==> src/rtl/accum_ovf_pkg.sv <==
// Shared definitions for the overflow-tracking frame accumulator.
//   state_t     : FSM state encoding (IDLE, ACCUM, DONE)
//   COUNT_MAX   : saturation ceiling of the 8-bit overflow event counter
//   sat_max/min : two's-complement limits for a given width. They are returned
//                 as 64-bit patterns; callers keep the low WIDTH bits.
package accum_ovf_pkg;

  typedef enum logic [1:0] {
    ST_IDLE  = 2'd0,
    ST_ACCUM = 2'd1,
    ST_DONE  = 2'd2
  } state_t;

  localparam int unsigned MAX_WIDTH = 64;
  localparam logic [7:0]  COUNT_MAX = 8'hFF;

  // Largest positive value, 2^(width-1)-1.
  function automatic logic [MAX_WIDTH-1:0] sat_max(input int unsigned width);
    sat_max = (64'(1) << (width - 1)) - 64'(1);
  endfunction

  // Most negative value, -2^(width-1). Its low width bits are 100..0.
  function automatic logic [MAX_WIDTH-1:0] sat_min(input int unsigned width);
    sat_min = ~sat_max(width);
  endfunction

endpackage

==> src/rtl/ovf_sat_add.sv <==
// Combinational signed adder with overflow detection and optional clamp.
//   a, b : WIDTH-bit two's-complement operands
//   sum  : a+b. On overflow this is the clamped limit when SATURATE=1,
//          or the wrapped low WIDTH bits when SATURATE=0.
//   ovf  : signed overflow. It is set when both operands have the same sign
//          and the result sign differs from it.
module ovf_sat_add
  import accum_ovf_pkg::*;
#(
  parameter int unsigned WIDTH    = 16,
  parameter bit          SATURATE = 1'b1
) (
  input  logic [WIDTH-1:0] a,
  input  logic [WIDTH-1:0] b,
  output logic [WIDTH-1:0] sum,
  output logic             ovf
);

  localparam logic [WIDTH-1:0] MAX_VAL = WIDTH'(sat_max(WIDTH));
  localparam logic [WIDTH-1:0] MIN_VAL = WIDTH'(sat_min(WIDTH));

  logic [WIDTH:0] sum_ext;

  always_comb begin
    sum_ext = {a[WIDTH-1], a} + {b[WIDTH-1], b};
    // The top two bits of the sign-extended sum disagree exactly when the
    // operand signs match and the result sign differs from them.
    ovf     = sum_ext[WIDTH] != sum_ext[WIDTH-1];
    sum     = sum_ext[WIDTH-1:0];
    if (ovf && SATURATE) begin
      sum = a[WIDTH-1] ? MIN_VAL : MAX_VAL;
    end
  end

endmodule

==> src/rtl/accum_ovf_src.sv <==
// Frame accumulator that reports overflow events to a downstream sticky flag.
//   start      : begins a frame when the block is idle
//   in_valid   : qualifies in_data during a frame
//   in_data    : signed sample
//   clr_req    : requests a clear of the downstream sticky flag and ovf_count
//   acc_out    : final frame result, held until a later frame completes
//   out_valid  : one-cycle pulse in the DONE state
//   busy       : high during ACCUM and DONE
//   ovf_set    : one-cycle pulse, one cycle after an overflowing sample
//   ovf_clr    : one-cycle pulse, one cycle after clr_req
//   ovf_count  : overflow events since the last clear, saturating at 255
module accum_ovf_src
  import accum_ovf_pkg::*;
#(
  parameter int unsigned WIDTH     = 16,
  parameter int unsigned FRAME_LEN = 8,
  parameter bit          SATURATE  = 1'b1
) (
  input  logic             clk,
  input  logic             rst_n,
  input  logic             start,
  input  logic             in_valid,
  input  logic [WIDTH-1:0] in_data,
  input  logic             clr_req,
  output logic [WIDTH-1:0] acc_out,
  output logic             out_valid,
  output logic             busy,
  output logic             ovf_set,
  output logic             ovf_clr,
  output logic [7:0]       ovf_count
);

  state_t           state, state_next;
  logic [WIDTH-1:0] acc;
  logic [WIDTH-1:0] add_sum;
  logic             add_ovf;
  logic [7:0]       sample_cnt;
  logic             accept;
  logic             last_sample;
  logic             ovf_event;

  ovf_sat_add #(
    .WIDTH    (WIDTH),
    .SATURATE (SATURATE)
  ) u_add (
    .a   (acc),
    .b   (in_data),
    .sum (add_sum),
    .ovf (add_ovf)
  );

  assign accept      = (state == ST_ACCUM) && in_valid;
  assign last_sample = sample_cnt == 8'(FRAME_LEN - 1);
  assign ovf_event   = accept && add_ovf;

  // NOTE: every output of this block gets a default before the case statement.
  // Without the defaults, a path that skips an assignment would infer a latch.
  always_comb begin
    state_next = state;
    busy       = 1'b0;
    out_valid  = 1'b0;
    case (state)
      ST_IDLE: begin
        if (start) state_next = ST_ACCUM;
      end
      ST_ACCUM: begin
        busy = 1'b1;
        if (accept && last_sample) state_next = ST_DONE;
      end
      ST_DONE: begin
        busy       = 1'b1;
        out_valid  = 1'b1;
        state_next = ST_IDLE;
      end
      default: state_next = ST_IDLE;
    endcase
  end

  // NOTE: sequential state uses non-blocking assignments. All registers then
  // sample their inputs at the same edge, whatever order the blocks run in.
  always_ff @(posedge clk or negedge rst_n) begin
    if (!rst_n) state <= ST_IDLE;
    else        state <= state_next;
  end

  always_ff @(posedge clk or negedge rst_n) begin
    if (!rst_n) begin
      acc        <= '0;
      sample_cnt <= '0;
      acc_out    <= '0;
    end else if (state == ST_IDLE && start) begin
      acc        <= '0;
      sample_cnt <= '0;
    end else if (accept) begin
      acc        <= add_sum;
      sample_cnt <= sample_cnt + 8'd1;
      // Capture the result on the last sample so that it is valid in DONE.
      if (last_sample) acc_out <= add_sum;
    end
  end

  // The overflow reporting logic runs in every state and is independent of the
  // FSM. A clear in the same cycle as an overflow leaves the count at 1, so the
  // set dominates downstream.
  always_ff @(posedge clk or negedge rst_n) begin
    if (!rst_n) begin
      ovf_set   <= 1'b0;
      ovf_clr   <= 1'b0;
      ovf_count <= '0;
    end else begin
      ovf_set <= ovf_event;
      ovf_clr <= clr_req;
      if (clr_req)                                   ovf_count <= ovf_event ? 8'd1 : 8'd0;
      else if (ovf_event && ovf_count != COUNT_MAX)  ovf_count <= ovf_count + 8'd1;
    end
  end

endmodule

==> config.mk <==
export PLATFORM = sky130hd
export DESIGN_NAME = accum_ovf_src
export DESIGN_NICKNAME = d
export VERILOG_FILES = /design/src/rtl/accum_ovf_pkg.sv /design/src/rtl/ovf_sat_add.sv /design/src/rtl/accum_ovf_src.sv
export SDC_FILE = /design/constraint.sdc
export NUM_CORES = 1
export LEC_CHECK = 0
export CORE_MARGIN = 1
export CORE_UTILIZATION = 30
export DETAILED_ROUTE_END_ITERATION = 8
export PLACE_DENSITY_LB_ADDON = 0.15
export SLEW_MARGIN = 20
export SYNTH_ARGS = -nofsm -noshare
export SYNTH_HDL_FRONTEND = slang
export SYNTH_SLANG_ARGS = --single-unit
==> constraint.sdc <==
create_clock -name clk -period 4.7 [get_ports clk]
set_input_delay 1.175 -clock clk [delete_from_list [all_inputs] [get_ports clk]]
set_output_delay 1.175 -clock clk [all_outputs]
set_load 0.01 [all_outputs]
==> results.env <==
WORST_PATH_MAX_DELAY_CELL='sky130_fd_sc_hd__xor2_1'
CTS_INSERTED_BUFFERS=5
STATIC-LEAKAGE-POWER_nW=1.77
ROUTABILITYCONGESTION=0.803
DP_SLACK_PS=206
SYNTHFLOPTYPE='sky130_fd_sc_hd__dfrtp_1'
ASYNC_FLOP_SHARE_PCT=100
CRIT_FANOUT=8
DRIVE_GT1_SHARE_PCT=8.42
DPL_CELL_AREA_UM2=3950
CTSHTREEMAXLEVEL=2
YS_SEQ_ELEMENTS=52
CRITICAL_PATH.N_BUFFERS_INVERTERS=2
DPL.CELL_COUNT=536
FIRST_PASS_ITERS=4
TIMING.REG2REG.SETUP_SLACK_PS=1480
HOLD_VIOL=0
CTS_SETUP_BUFFERS=0
ANTENNA_FOUND_INITIAL=0
SETUP_VIOL=0
CLOCK_TREE.BUFFER_DEPTH=2
N_FILL_CELL=1140
FRACTION_OF_SYNTHESIZED_CELL_AREA_TAKEN_BY_THE_TOP_AREA_CELL_TYPE_PCT=38.8
CRITICAL_PATH_CLASS='input port to register'
FINAL_NUMBER_OF_MAX_TRANSITION_VIOLATIONS=0
NUM-NETS-FINAL=448
POSTROUTEANTENNANETS=0
CORE-AREA_UM2=10900
CRITICAL_PATH.MAX_STAGE_DELAY_PS=560
ROUTED_WIRELENGTH_MM=8.29
SYNTH_FP_NETS=407
FINAL_CORE_UTILIZATION_PCT=37.7
CTSHOLDBUFFERS=0
SWITCHINGPOWER_uW=978
FINAL-INSTANCE-COUNT-EXCL-FILL=544
WORSTHOLDPATHTYPE='register to register'
CTS_REPAIR_RESIZE_COUNT=0
SYNTH_EDF_COUNT=0
RSZ0062_AT_GRT='false'
CELL_TYPE_WITH_THE_LARGEST_TOTAL_AREA_AFTER_SYNTHESIS='sky130_fd_sc_hd__dfrtp_1'
PWR_DENSITY_CELL_nW_PER_UM2=566
OUTCOME='finished clean'
MAX_SLEW_MARGIN_PCT=41.5
FINAL_PERIOD_MINUS_WORST_SETUP_SLACK_PS=4120
SYNTH_TOP_CELLS_BY_AREA='sky130_fd_sc_hd__dfrtp_1 (39%), sky130_fd_sc_hd__ha_1 (8.6%), sky130_fd_sc_hd__a21oi_1 (6.7%)'
POSTLAYOUTCELLAREA_UM2=4110
CELL_INTERNAL_PWR_mW=1.35
AVGROUTEDWIREPERCELL_UM=15.2
TIMING.CRITICAL_PATH.ARRIVAL_PS=4360
CPLARGESTDELAYFAMILY='compound AO/OA/AOI/OAI gates'
POST_SYNTH_MOST_FREQUENT_CELLS='sky130_fd_sc_hd__dfrtp_1 (52), sky130_fd_sc_hd__a21oi_1 (45), sky130_fd_sc_hd__nor2_1 (33), sky130_fd_sc_hd__o21ai_0 (30), sky130_fd_sc_hd__ha_1 (23)'
FIRST_PASS_GRT_WIRE_LENGTH_MM=14.1
SLEW_AT_THE_PIN_WITH_THE_WORST_MAX_SLEW_SLACK_PS=878
CLKSLEWWORSTSETUPHOLDPATHS_PS=110
GRT_PASS1_VIAS=2842
DIE_HEIGHT_UM=108
SYNTH-SEQ-AREA-SHARE_PCT=38.8
SETUP_TNS_PS=0
FINALPOWER_mW=2.33
FINAL.HOLD.WORST_SLACK_PS=525
CRITICAL_PATH.CELL_CHAIN='clkdlybuf4s50_1 > ha_1 > inv_1 > fa_1 > nand2b_1 > a211oi_2 > o21ai_2 > o21ai_4 > xor2_1 > mux2_2 > o21ai_0'
YOSYSWARNINGCOUNT=0
WORST_SLACK_PS=582
PORT_BUFFERS=48
DPL.HPWL_MM=5.94
REGISTER_AREA_UM2=1300
CTS_TREE='built'
SYNTHESIS.AREA_PER_INSTANCE_UM2=9.26
FIRST_ITER_VIOLATIONS=103
RATIO_OF_ROUTED_VIAS_TO_STANDARD_CELLS=5.13
GRT_USE_TOTAL_PCT=15.5
SYN_INST=362
CTS_NUM_SINKS=52
CLOCKPOWERSHARE_PCT=18.3
VIAS=2792
START_UTIL_PCT=30.8
CTS_ROOT_BUF='sky130_fd_sc_hd__clkbuf_8'
SYNTH.CELL_AREA_UM2=3350
PIN_COUNT_OF_THE_BIGGEST_NET_ENTERING_GLOBAL_ROUTING=38
MULTI_INPUT_COMB_AREA_UM2=1930
FLOW.AREA_GROWTH_FROM_SYNTHESIS_PCT=22.5
PEAKVDDDROP_uV=254
SYNTH_CELL_TYPES=51
DRC_ERRORS=0
TIMING.FMAX_MHz=243
GLOBALROUTE.TOTALOVERFLOW=0
FP.DIEAREA_UM2=11600
DIE-WIDTH_UM=108
MIN_PERIOD_OVER_PERIOD_PCT=87.6
FLOP_PWR_SHARE_PCT=26.0
TIMING.CRITICAL_PATH.TO_TYPE='register'
MAX_CAP_VIOLATIONS=0
DESIGN.PORTCOUNT=49
WORST_SKEW_PAIR.LATE_LATENCY_PS=310
P_SW_SHARE_PCT=42.1
CRIT_PATH_START_KIND='input port'
CP_DATA_REQUIRED_TIME_PS=4950
COMB_POWER_SHARE_PCT=55.7
SYNTH_MOST_COMMON_CELL='sky130_fd_sc_hd__dfrtp_1'
DIODES=0
FINCLKSKEW_PS=10.5
PLACEMENTROWS=38
-- cells in the final DEF (no fill, tap or decap), drive strengths merged, types with 4 or more instances in the layout --
cell type / Yosys / layout
a211oi: 4 / 4
a21o: 4 / 4
a21oi: 45 / 45
a31oi: 6 / 6
and3: 7 / 7
buf: 6 / 5
clkbuf: 12 / 5
clkdlybuf4s50: 0 / 47
dfrtp: 52 / 52
ha: 23 / 23
inv: 10 / 10
mux2: 8 / 8
mux2i: 14 / 14
nand2: 20 / 20
nand3: 15 / 15
nand4: 6 / 6
nor2: 33 / 33
nor2b: 4 / 4
o21ai: 35 / 35
o31ai: 4 / 4
or3: 6 / 6
or4: 4 / 4
xnor2: 11 / 11
xor2: 7 / 7
-- power by group through the flow --
stage | Sequential, mW | Clock (mW) | Combinational [mW]
after global routing | 0.617 | 0.457 | 1.46
after floorplan | 0.597 | 0 | 1.03
after detailed placement | 0.614 | 0 | 1.31
after CTS | 0.605 | 0.440 | 1.32
after global placement | 0.611 | 0 | 1.30
final | 0.604 | 0.425 | 1.30
-- flip-flops by register name, indices dropped and copies added, names as in the netlist --
name / flops
ovf_count: 8
sample_cnt: 8
acc_out: 16
ovf_clr: 1
state: 2
acc: 16
ovf_set: 1
-- cell type report --
cell class	count	area share (%)
tap	140	4.26
sequential	52	31.7
inverter	10	0.914
clock inverter	3	2.19
timing repair buffer	52	12.3
multi-input combinational	282	47.0
clock buffer	5	1.68
-- routing by layer --
metal | wire (um) | track usage (%) | up-vias
li1 | - | - | 1392
met2 | 4040 | 28.1 | 48
met1 | 3840 | 19.1 | 1345
met3 | 313 | 2.54 | 7
met4 | 84 | 3.82 | 0
met5 | 0 | 0 | -
-- tightest hold or removal path: stages (launching register included) --
cell,delay (ps)
sky130_fd_sc_hd__dfrtp_1,390
sky130_fd_sc_hd__inv_1,50
sky130_fd_sc_hd__mux2i_1,50
-- path summary, 6_finish.rpt --
kind,depth (start not counted),start,to
setup / recovery,11,in_data[0],acc[1]
hold / removal,2,acc_out[0],acc_out[0]
setup reg to reg,7,acc[15],acc_out[10]
hold reg to reg,2,acc_out[0],acc_out[0]
max in group asynchronous,2,rst_n,acc[11]
min in group asynchronous,1,rst_n,ovf_clr
-- cell families (layout without fill, tap and decap cells) --
| kind of cell | count (synthesis) | in the layout | share of synthesized area, % |
|---|---|---|---|
| AOI/OAI and AO/OA | 113 | 113 | 20.5 |
| buffers and inverters | 28 | 70 | 3.73 |
| muxes | 22 | 22 | 6.87 |
| and+or+nand+nor | 105 | 105 | 15.6 |
| xor gates and xnor gates | 18 | 18 | 5.26 |
| adders and majority gates | 24 | 24 | 9.18 |
| DFF | 52 | 52 | 38.8 |
No activity file was read; power rests on OpenSTA's default activity.
